## config.mk

```make
export PLATFORM = sky130hd
export DESIGN_NAME = matmul_tile_scheduler
export DESIGN_NICKNAME = d
export VERILOG_FILES = /design/src/rtl/matmul_tile_scheduler.sv
export SDC_FILE = /design/constraint.sdc
export NUM_CORES = 1
export LEC_CHECK = 0
export CAP_MARGIN = 20
export CORE_MARGIN = 2
export CORE_UTILIZATION = 38
export CTS_CLUSTER_DIAMETER = 40
export CTS_CLUSTER_SIZE = 30
export DETAILED_ROUTE_END_ITERATION = 12
export PLACE_DENSITY = 0.6
export RECOVER_POWER = 25
export SKIP_CTS_REPAIR_TIMING = 1
export SYNTH_ARGS = -nofsm -noshare
export SYNTH_HDL_FRONTEND = slang
export SYNTH_SLANG_ARGS = --single-unit
```

## constraint.sdc

```tcl
create_clock -name clk_i -period 9.85 [get_ports clk_i]
set_input_delay 1.4775 -clock clk_i [delete_from_list [all_inputs] [get_ports clk_i]]
set_output_delay 1.4775 -clock clk_i [all_outputs]
set_load 0.1 [all_outputs]
```

## src/rtl/matmul_tile_scheduler.sv

```systemverilog
// Tile-loop sequencer for the 8x8 matrix multiplication engine: walks an M x N x K tile grid,
// generating A/B/C BRAM addresses and the start / clear_done / PE-reset handshakes.
module matmul_tile_scheduler #(
    parameter int unsigned AWIDTH = 11,
    parameter int unsigned CNT_W  = 4
) (
    input  logic                 clk_i,
    input  logic                 reset_i,
    input  logic                 start_i,
    input  logic [CNT_W-1:0]     num_tiles_m_i,
    input  logic [CNT_W-1:0]     num_tiles_n_i,
    input  logic [CNT_W-1:0]     num_tiles_k_i,
    input  logic [AWIDTH-1:0]    base_a_i,
    input  logic [AWIDTH-1:0]    base_b_i,
    input  logic [AWIDTH-1:0]    base_c_i,
    input  logic [AWIDTH-1:0]    tile_stride_a_i,
    input  logic [AWIDTH-1:0]    tile_stride_b_i,
    input  logic [AWIDTH-1:0]    tile_stride_c_i,
    input  logic                 mm_done_i,
    output logic                 mm_start_reg_o,
    output logic                 mm_clear_done_reg_o,
    output logic                 mm_pe_resetn_o,
    output logic [AWIDTH-1:0]    mm_address_mat_a_o,
    output logic [AWIDTH-1:0]    mm_address_mat_b_o,
    output logic [AWIDTH-1:0]    mm_address_mat_c_o,
    output logic                 busy_o,
    output logic                 done_o,
    output logic [3*CNT_W-1:0]   tiles_issued_o
);
    localparam int unsigned TILE_W = 3 * CNT_W;

    typedef enum logic [2:0] {
        S_IDLE   = 3'd0,
        S_PE_RST = 3'd1,
        S_ISSUE  = 3'd2,
        S_WAIT   = 3'd3,
        S_CLEAR  = 3'd4,
        S_NEXT   = 3'd5,
        S_DONE   = 3'd6
    } state_e;

    state_e state_q, state_d;

    logic [CNT_W-1:0]  cnt_m_q, cnt_m_d, cnt_n_q, cnt_n_d, cnt_k_q, cnt_k_d;
    logic [CNT_W-1:0]  m_q, m_d, n_q, n_d, k_q, k_d;
    logic [AWIDTH-1:0] stride_a_q, stride_a_d, stride_b_q, stride_b_d, stride_c_q, stride_c_d;
    logic [AWIDTH-1:0] stride_bk_q, stride_bk_d, base_b_q, base_b_d;
    logic [AWIDTH-1:0] a_ptr_q, a_ptr_d, a_row_q, a_row_d;
    logic [AWIDTH-1:0] b_ptr_q, b_ptr_d, b_col_q, b_col_d;
    logic [AWIDTH-1:0] c_ptr_q, c_ptr_d;
    logic [AWIDTH-1:0] addr_a_q, addr_a_d, addr_b_q, addr_b_d, addr_c_q, addr_c_d;
    logic              start_reg_q, start_reg_d, clear_q, clear_d, pe_resetn_q, pe_resetn_d;
    logic              busy_q, busy_d, done_q, done_d;
    logic [TILE_W-1:0] tiles_q, tiles_d;

    logic [CNT_W-1:0]  m_eff_c, n_eff_c, k_eff_c;
    logic [AWIDTH-1:0] stride_bk_c;
    logic              k_last_c, n_last_c, m_last_c;

    assign m_eff_c = (num_tiles_m_i == '0) ? CNT_W'(1) : num_tiles_m_i;
    assign n_eff_c = (num_tiles_n_i == '0) ? CNT_W'(1) : num_tiles_n_i;
    assign k_eff_c = (num_tiles_k_i == '0) ? CNT_W'(1) : num_tiles_k_i;

    assign k_last_c = (k_q == cnt_k_q - CNT_W'(1));
    assign n_last_c = (n_q == cnt_n_q - CNT_W'(1));
    assign m_last_c = (m_q == cnt_m_q - CNT_W'(1));

    // B advances by N tiles per k step; N*stride_b is formed once at start by shift-add.
    always_comb begin
        stride_bk_c = '0;
        for (int unsigned i = 0; i < CNT_W; i++) begin
            if (n_eff_c[i]) begin
                stride_bk_c = stride_bk_c + (tile_stride_b_i << i);
            end
        end
    end

    always_comb begin
        state_d     = state_q;
        cnt_m_d     = cnt_m_q;
        cnt_n_d     = cnt_n_q;
        cnt_k_d     = cnt_k_q;
        m_d         = m_q;
        n_d         = n_q;
        k_d         = k_q;
        stride_a_d  = stride_a_q;
        stride_b_d  = stride_b_q;
        stride_c_d  = stride_c_q;
        stride_bk_d = stride_bk_q;
        base_b_d    = base_b_q;
        a_ptr_d     = a_ptr_q;
        a_row_d     = a_row_q;
        b_ptr_d     = b_ptr_q;
        b_col_d     = b_col_q;
        c_ptr_d     = c_ptr_q;
        addr_a_d    = addr_a_q;
        addr_b_d    = addr_b_q;
        addr_c_d    = addr_c_q;
        tiles_d     = tiles_q;

        case (state_q)
            S_IDLE: begin
                if (start_i) begin
                    cnt_m_d     = m_eff_c;
                    cnt_n_d     = n_eff_c;
                    cnt_k_d     = k_eff_c;
                    m_d         = '0;
                    n_d         = '0;
                    k_d         = '0;
                    stride_a_d  = tile_stride_a_i;
                    stride_b_d  = tile_stride_b_i;
                    stride_c_d  = tile_stride_c_i;
                    stride_bk_d = stride_bk_c;
                    base_b_d    = base_b_i;
                    a_ptr_d     = base_a_i;
                    a_row_d     = base_a_i;
                    b_ptr_d     = base_b_i;
                    b_col_d     = base_b_i;
                    c_ptr_d     = base_c_i;
                    tiles_d     = '0;
                    state_d     = S_PE_RST;
                end
            end
            S_PE_RST: state_d = S_ISSUE;
            S_ISSUE:  state_d = S_WAIT;
            S_WAIT: begin
                if (mm_done_i) begin
                    state_d = S_CLEAR;
                end
            end
            S_CLEAR:  state_d = S_NEXT;
            // k innermost: A steps by one tile, B by a full row of N tiles
            S_NEXT: begin
                if (!k_last_c) begin
                    k_d     = k_q + CNT_W'(1);
                    a_ptr_d = a_ptr_q + stride_a_q;
                    b_ptr_d = b_ptr_q + stride_bk_q;
                    state_d = S_ISSUE;
                end else if (!n_last_c) begin
                    k_d     = '0;
                    n_d     = n_q + CNT_W'(1);
                    a_ptr_d = a_row_q;
                    b_col_d = b_col_q + stride_b_q;
                    b_ptr_d = b_col_q + stride_b_q;
                    c_ptr_d = c_ptr_q + stride_c_q;
                    state_d = S_PE_RST;
                end else if (!m_last_c) begin
                    k_d     = '0;
                    n_d     = '0;
                    m_d     = m_q + CNT_W'(1);
                    a_row_d = a_ptr_q + stride_a_q;
                    a_ptr_d = a_ptr_q + stride_a_q;
                    b_col_d = base_b_q;
                    b_ptr_d = base_b_q;
                    c_ptr_d = c_ptr_q + stride_c_q;
                    state_d = S_PE_RST;
                end else begin
                    state_d = S_DONE;
                end
            end
            S_DONE:   state_d = S_IDLE;
            default:  state_d = S_IDLE;
        endcase

        // Handshake outputs are registered from the state being entered.
        start_reg_d = (state_d == S_ISSUE);
        clear_d     = (state_d == S_CLEAR);
        pe_resetn_d = (state_d != S_PE_RST);
        done_d      = (state_d == S_DONE);
        busy_d      = (state_d != S_IDLE);
        if (state_d == S_ISSUE) begin
            addr_a_d = a_ptr_d;
            addr_b_d = b_ptr_d;
            addr_c_d = c_ptr_d;
            tiles_d  = tiles_q + TILE_W'(1);
        end
    end

    always_ff @(posedge clk_i) begin
        if (reset_i) begin
            state_q     <= S_IDLE;
            cnt_m_q     <= '0;
            cnt_n_q     <= '0;
            cnt_k_q     <= '0;
            m_q         <= '0;
            n_q         <= '0;
            k_q         <= '0;
            stride_a_q  <= '0;
            stride_b_q  <= '0;
            stride_c_q  <= '0;
            stride_bk_q <= '0;
            base_b_q    <= '0;
            a_ptr_q     <= '0;
            a_row_q     <= '0;
            b_ptr_q     <= '0;
            b_col_q     <= '0;
            c_ptr_q     <= '0;
            addr_a_q    <= '0;
            addr_b_q    <= '0;
            addr_c_q    <= '0;
            start_reg_q <= 1'b0;
            clear_q     <= 1'b0;
            pe_resetn_q <= 1'b1;
            busy_q      <= 1'b0;
            done_q      <= 1'b0;
            tiles_q     <= '0;
        end else begin
            state_q     <= state_d;
            cnt_m_q     <= cnt_m_d;
            cnt_n_q     <= cnt_n_d;
            cnt_k_q     <= cnt_k_d;
            m_q         <= m_d;
            n_q         <= n_d;
            k_q         <= k_d;
            stride_a_q  <= stride_a_d;
            stride_b_q  <= stride_b_d;
            stride_c_q  <= stride_c_d;
            stride_bk_q <= stride_bk_d;
            base_b_q    <= base_b_d;
            a_ptr_q     <= a_ptr_d;
            a_row_q     <= a_row_d;
            b_ptr_q     <= b_ptr_d;
            b_col_q     <= b_col_d;
            c_ptr_q     <= c_ptr_d;
            addr_a_q    <= addr_a_d;
            addr_b_q    <= addr_b_d;
            addr_c_q    <= addr_c_d;
            start_reg_q <= start_reg_d;
            clear_q     <= clear_d;
            pe_resetn_q <= pe_resetn_d;
            busy_q      <= busy_d;
            done_q      <= done_d;
            tiles_q     <= tiles_d;
        end
    end

    assign mm_start_reg_o      = start_reg_q;
    assign mm_clear_done_reg_o = clear_q;
    assign mm_pe_resetn_o      = pe_resetn_q;
    assign mm_address_mat_a_o  = addr_a_q;
    assign mm_address_mat_b_o  = addr_b_q;
    assign mm_address_mat_c_o  = addr_c_q;
    assign busy_o              = busy_q;
    assign done_o              = done_q;
    assign tiles_issued_o      = tiles_q;

endmodule

```

==> out/results.env <==
RUN_STATUS='finished, violations left'
VIOLATIONS='max-capacitance violations, max-slew violations'
SYNTH_EDF_COUNT=0
SHARE_COMB_OF_TOTAL_POWER_PCT=30.2
DIE-WIDTH_UM=173
DRIVE_GT1_SHARE_PCT=5.06
AREA_GROWTH_PCT=19.6
FINAL-MAX-SLEW-VIOLATION-COUNT=124
CTS_HTREE_LEVELS=4
LARGEST_REGISTER_FF_COUNT=12
DETAIL_ROUTE.DRC_VIOLATIONS=0
ROUTEDWLPERCELL_UM=16.7
GRT_PASS1_WL_UM=49400
FLIP_FLOP_AND_LATCH_COUNT_AFTER_SYNTHESIS=187
DP.FINAL_HPWL_UM=21200
CP-START-KIND='input port'
FINALSETUPVIOLCOUNT=0
YOSYSWARNINGCOUNT=0
NETLIST-CELL-TYPE-COUNT=65
GLOBAL_ROUTE.OVERFLOW_TOTAL=0
NUMBER_OF_NETS_IN_THE_SYNTHESIZED_NETLIST=1491
FP-ROW-COUNT=61
LAYOUT.FILLER_CELLS=2795
YOSYSSEQAREASHARE_PCT=34.7
CRIT_PATH_START='num_tiles_n_i[2]'
FINALWORSTPATHREQUIREDPERIOD_PS=7210
CRIT-REG2REG-LAUNCH='state_q[2]'
INSERTEDDIODECOUNT=0
ARRIVAL_PS=7550
MAX_TRANSITION_MARGIN_PCT=-129
HOLD_PATH_STARTPOINT='mm_address_mat_c_o[9]'
MAX-VDD-IR-DROP_V=0.000116
DRT_PASS1_ITERATIONS=5
ACHIEVABLE-FREQUENCY_MHz=139
WL_UM=30100
DRV_CAP=2
POWER.CLOCK.FRACTION_PCT=30.6
DIE_FOOTPRINT_SQ_MM=0.0298
WORSTSKEWPAIRLATENCY_PS=440
FLOORPLAN.INITIALDENSITY_PCT=38.7
HOLD_VIOLATIONS=0
ANTENNA_FOUND_INITIAL=0
SETUP-TNS-FINAL_PS=0
SETUP.WORST_PATH.END_CLASS='flip-flop'
GLOBAL_ROUTE.USAGE.TOTAL_PCT=20.3
SYNTH-ASYNC-RESET-RATIO_PCT=0
FINAL_NETS=1571
NETLIST_INSTANCES=1331
FINAL_CELL_COUNT_WITHOUT_FILLERS=1802
PATH_CLK_SLEW_PS=80
ANTENNA_VIOLATING_NETS_POST_ROUTE=0
HOLD-PATH-CELL-COUNT=2
DP_CELLS=1770
PIN_COUNT_OF_THE_BIGGEST_NET_ENTERING_GLOBAL_ROUTING=94
ROUTED-VIA-COUNT=9717
CP_MAX_FO=21
PATH_CLASS='in -> reg'
INTERNAL_POWER_COMPONENT_uW=1430
SEQUENTIALPOWERSHARE_PCT=39.2
TRITONCTS='done'
POSTSYNTH.TOPFLOPCELL='sky130_fd_sc_hd__dfxtp_1'
PORT_BUFFERS=131
VIA_COUNT_OF_THE_FIRST_GLOBAL_ROUTING_PASS=9277
WORST_PIN_SLEW_PS=3430
CLOCK_TREE.ROOT_CELL='sky130_fd_sc_hd__clkbuf_16'
MAPPEDNETLISTAREA_SQ_MM=0.0108
CLOCK_SINKS=187
SWITCHING_POWER_uW=788
REG2REGPATHDEPTH=7
NUM_IO_PINS=132
POWER.SHARE.SWITCHING_PCT=35.6
CORE_AREA_SQ_MM=0.0279
CLOCK-SKEW-FINAL_PS=15.3
WORST_EP_REQUIRED_TIME_PS=10190
HOLDCRITPATHCLASS='reg -> reg'
ROUTABILITYCONGESTION=0.859
STATIC-LEAKAGE-POWER_uW=0.00503
DIE_HEIGHT_UM=173
DRT_FIRST_ITER_VIOLATIONS=675
RSZ0062_AT_GRT='false'
POWER-PER-CELL-AREA_mW_PER_MM2=172
SYN_AVG_CELL_AREA_SQ_UM=8.11
TRITONCTS.NUM_BUFFERS=17
ROUTED_VIA_DENSITY=5.39
CLOCK_TREE.BUFFER_DEPTH=2
FIN_CRIT_SH_PCT=73.2
critical path: stages:
cell                              delay, ps
sky130_fd_sc_hd__clkdlybuf4s50_1        960
sky130_fd_sc_hd__nor3_1                 110
sky130_fd_sc_hd__or2_2                  370
sky130_fd_sc_hd__nand2_1                100
sky130_fd_sc_hd__inv_1                   60
sky130_fd_sc_hd__ha_1                   330
sky130_fd_sc_hd__a21oi_1                190
sky130_fd_sc_hd__nand2_1                110
sky130_fd_sc_hd__maj3_2                 320
sky130_fd_sc_hd__a2111o_1               440
sky130_fd_sc_hd__a21oi_1                170
sky130_fd_sc_hd__o31ai_2                120
sky130_fd_sc_hd__ha_1                   230
sky130_fd_sc_hd__or3_1                  400
sky130_fd_sc_hd__a21o_1                 170
sky130_fd_sc_hd__nand2_1                 70
sky130_fd_sc_hd__mux2i_1                220
sky130_fd_sc_hd__a211oi_1                90
sky130_fd_sc_hd__ha_1                   230
sky130_fd_sc_hd__o41ai_1                390
sky130_fd_sc_hd__mux2i_1                270
sky130_fd_sc_hd__xnor3_1                340
sky130_fd_sc_hd__xor2_1                 160
sky130_fd_sc_hd__a211oi_1               220
cell type report:
type / count / area (sq um) / area share [%]
clock buffers: 21 / 480 / 3.72
inverters: 30 / 113 / 0.873
flip-flops and latches: 187 / 3740 / 29.0
repair buffers: 143 / 1400 / 10.8
multi-input cells: 1032 / 6600 / 51.1
well taps: 378 / 473 / 3.67
clock inverters: 11 / 98.8 / 0.766
power by group through the flow:
stage,logic (uW),registers [uW],clock network [uW]
2_1_floorplan,375,1000,0
3_3_place_gp,661,884,0
3_5_place_dp,668,885,0
4_1_cts,672,868,696
5_1_grt,737,875,725
6_report,669,867,677
Yosys cell counts, types with 4 or more instances:
library cell                 n  share of area, %
sky130_fd_sc_hd__or2_2       6              0.35
sky130_fd_sc_hd__a311oi_1    4              0.32
sky130_fd_sc_hd__nand4_1     4              0.23
sky130_fd_sc_hd__nor2_1    157               5.5
sky130_fd_sc_hd__buf_2      13              0.60
sky130_fd_sc_hd__and3_1     15              0.87
sky130_fd_sc_hd__or3_1       9              0.52
sky130_fd_sc_hd__xor2_1     29               2.4
sky130_fd_sc_hd__fa_1        7               1.3
sky130_fd_sc_hd__mux2_2     10               1.0
sky130_fd_sc_hd__clkbuf_1   57               2.0
sky130_fd_sc_hd__and2_1     11              0.64
sky130_fd_sc_hd__o22ai_1    13              0.75
sky130_fd_sc_hd__nand2b_1    8              0.46
sky130_fd_sc_hd__o41ai_1     5              0.41
sky130_fd_sc_hd__a31oi_1     9              0.52
sky130_fd_sc_hd__buf_1       9              0.31
sky130_fd_sc_hd__a221oi_1   22               1.8
sky130_fd_sc_hd__nand3b_1    4              0.28
sky130_fd_sc_hd__nand3_1    19              0.88
sky130_fd_sc_hd__nor3_1     41               1.9
sky130_fd_sc_hd__o211ai_1   22               1.5
sky130_fd_sc_hd__nand2_1   193               6.7
sky130_fd_sc_hd__a22o_1      4              0.32
sky130_fd_sc_hd__dfxtp_1   187                35
sky130_fd_sc_hd__a211oi_1   56               3.9
sky130_fd_sc_hd__a21o_1     16               1.1
sky130_fd_sc_hd__ha_1       71               8.2
sky130_fd_sc_hd__o21ai_0    32               1.5
sky130_fd_sc_hd__inv_1      30               1.0
sky130_fd_sc_hd__a222oi_1   13               1.2
sky130_fd_sc_hd__o21a_1      7              0.49
sky130_fd_sc_hd__a22oi_1     4              0.28
sky130_fd_sc_hd__mux2i_1    20               1.9
sky130_fd_sc_hd__a21oi_1   134               6.2
sky130_fd_sc_hd__xnor2_1    47               3.8
stage by stage:
step	cell area [sq um]	hold slack, ps	utilization [%]	setup WS (ps)	total power, uW
floorplan	10800	436	-	3600	1380
global placement	12300	443	44.3	2320	1540
detailed placement	12300	450	44.3	2200	1550
CTS	12900	460	46.4	2620	2240
global route	12900	485	46.3	2110	2340
finish	12900	457	46.3	2640	2210
kinds of logic (layout without fill, tap and decap cells):
kind of cell | after synthesis | count (layout) | share of synthesized area (%)
fa+ha+maj | 80 | 80 | 9.73
mux | 30 | 30 | 2.90
buf+inv | 112 | 205 | 4.22
xor+xnor | 80 | 80 | 7.04
compound gates | 366 | 366 | 22.5
flops | 187 | 187 | 34.7
simple gates | 476 | 476 | 18.9
metal layers:
metal  vias to the layer above  GRT usage [%]  part of all wire (%)
met5                         -              0                     0
met4                         0           5.13                   1.3
met3                        25           3.27                   4.4
met2                       215           34.1                    48
met1                      4561           27.3                    47
li1                       4916              -                     -
final timing paths:
path | end | slack (ps)
min | mm_address_mat_c_o[9] | 460
max | stride_bk_q[10] | 2640
max reg2reg | stride_bk_q[0] | 5650
min reg2reg | mm_address_mat_c_o[9] | 460
layout by cell type (no fill, tap or decap), drive strengths merged, types with 4 or more instances in the layout:
master,Yosys,routed
a22o,4,4
a221oi,22,22
nand2,193,193
nand4,4,4
o22ai,13,13
a222oi,13,13
nand2b,8,8
fa,7,7
dfxtp,187,187
o21a,7,7
nand3b,4,4
xnor2,47,47
a22oi,5,5
a21o,16,16
xor2,29,29
nor2,159,159
and2,11,11
o211ai,22,22
mux2,10,10
a211oi,56,56
or3,9,9
or2,8,8
o41ai,5,5
a311oi,5,5
clkdlybuf4s50,0,129
clkbuf,57,23
a31oi,9,9
o21ai,33,33
ha,71,71
mux2i,20,20
inv,30,37
nor3,42,42
clkinvlp,0,4
a21oi,134,134
nand3,19,19
buf,25,11
and3,15,15
(Power assumes the default switching activity.)
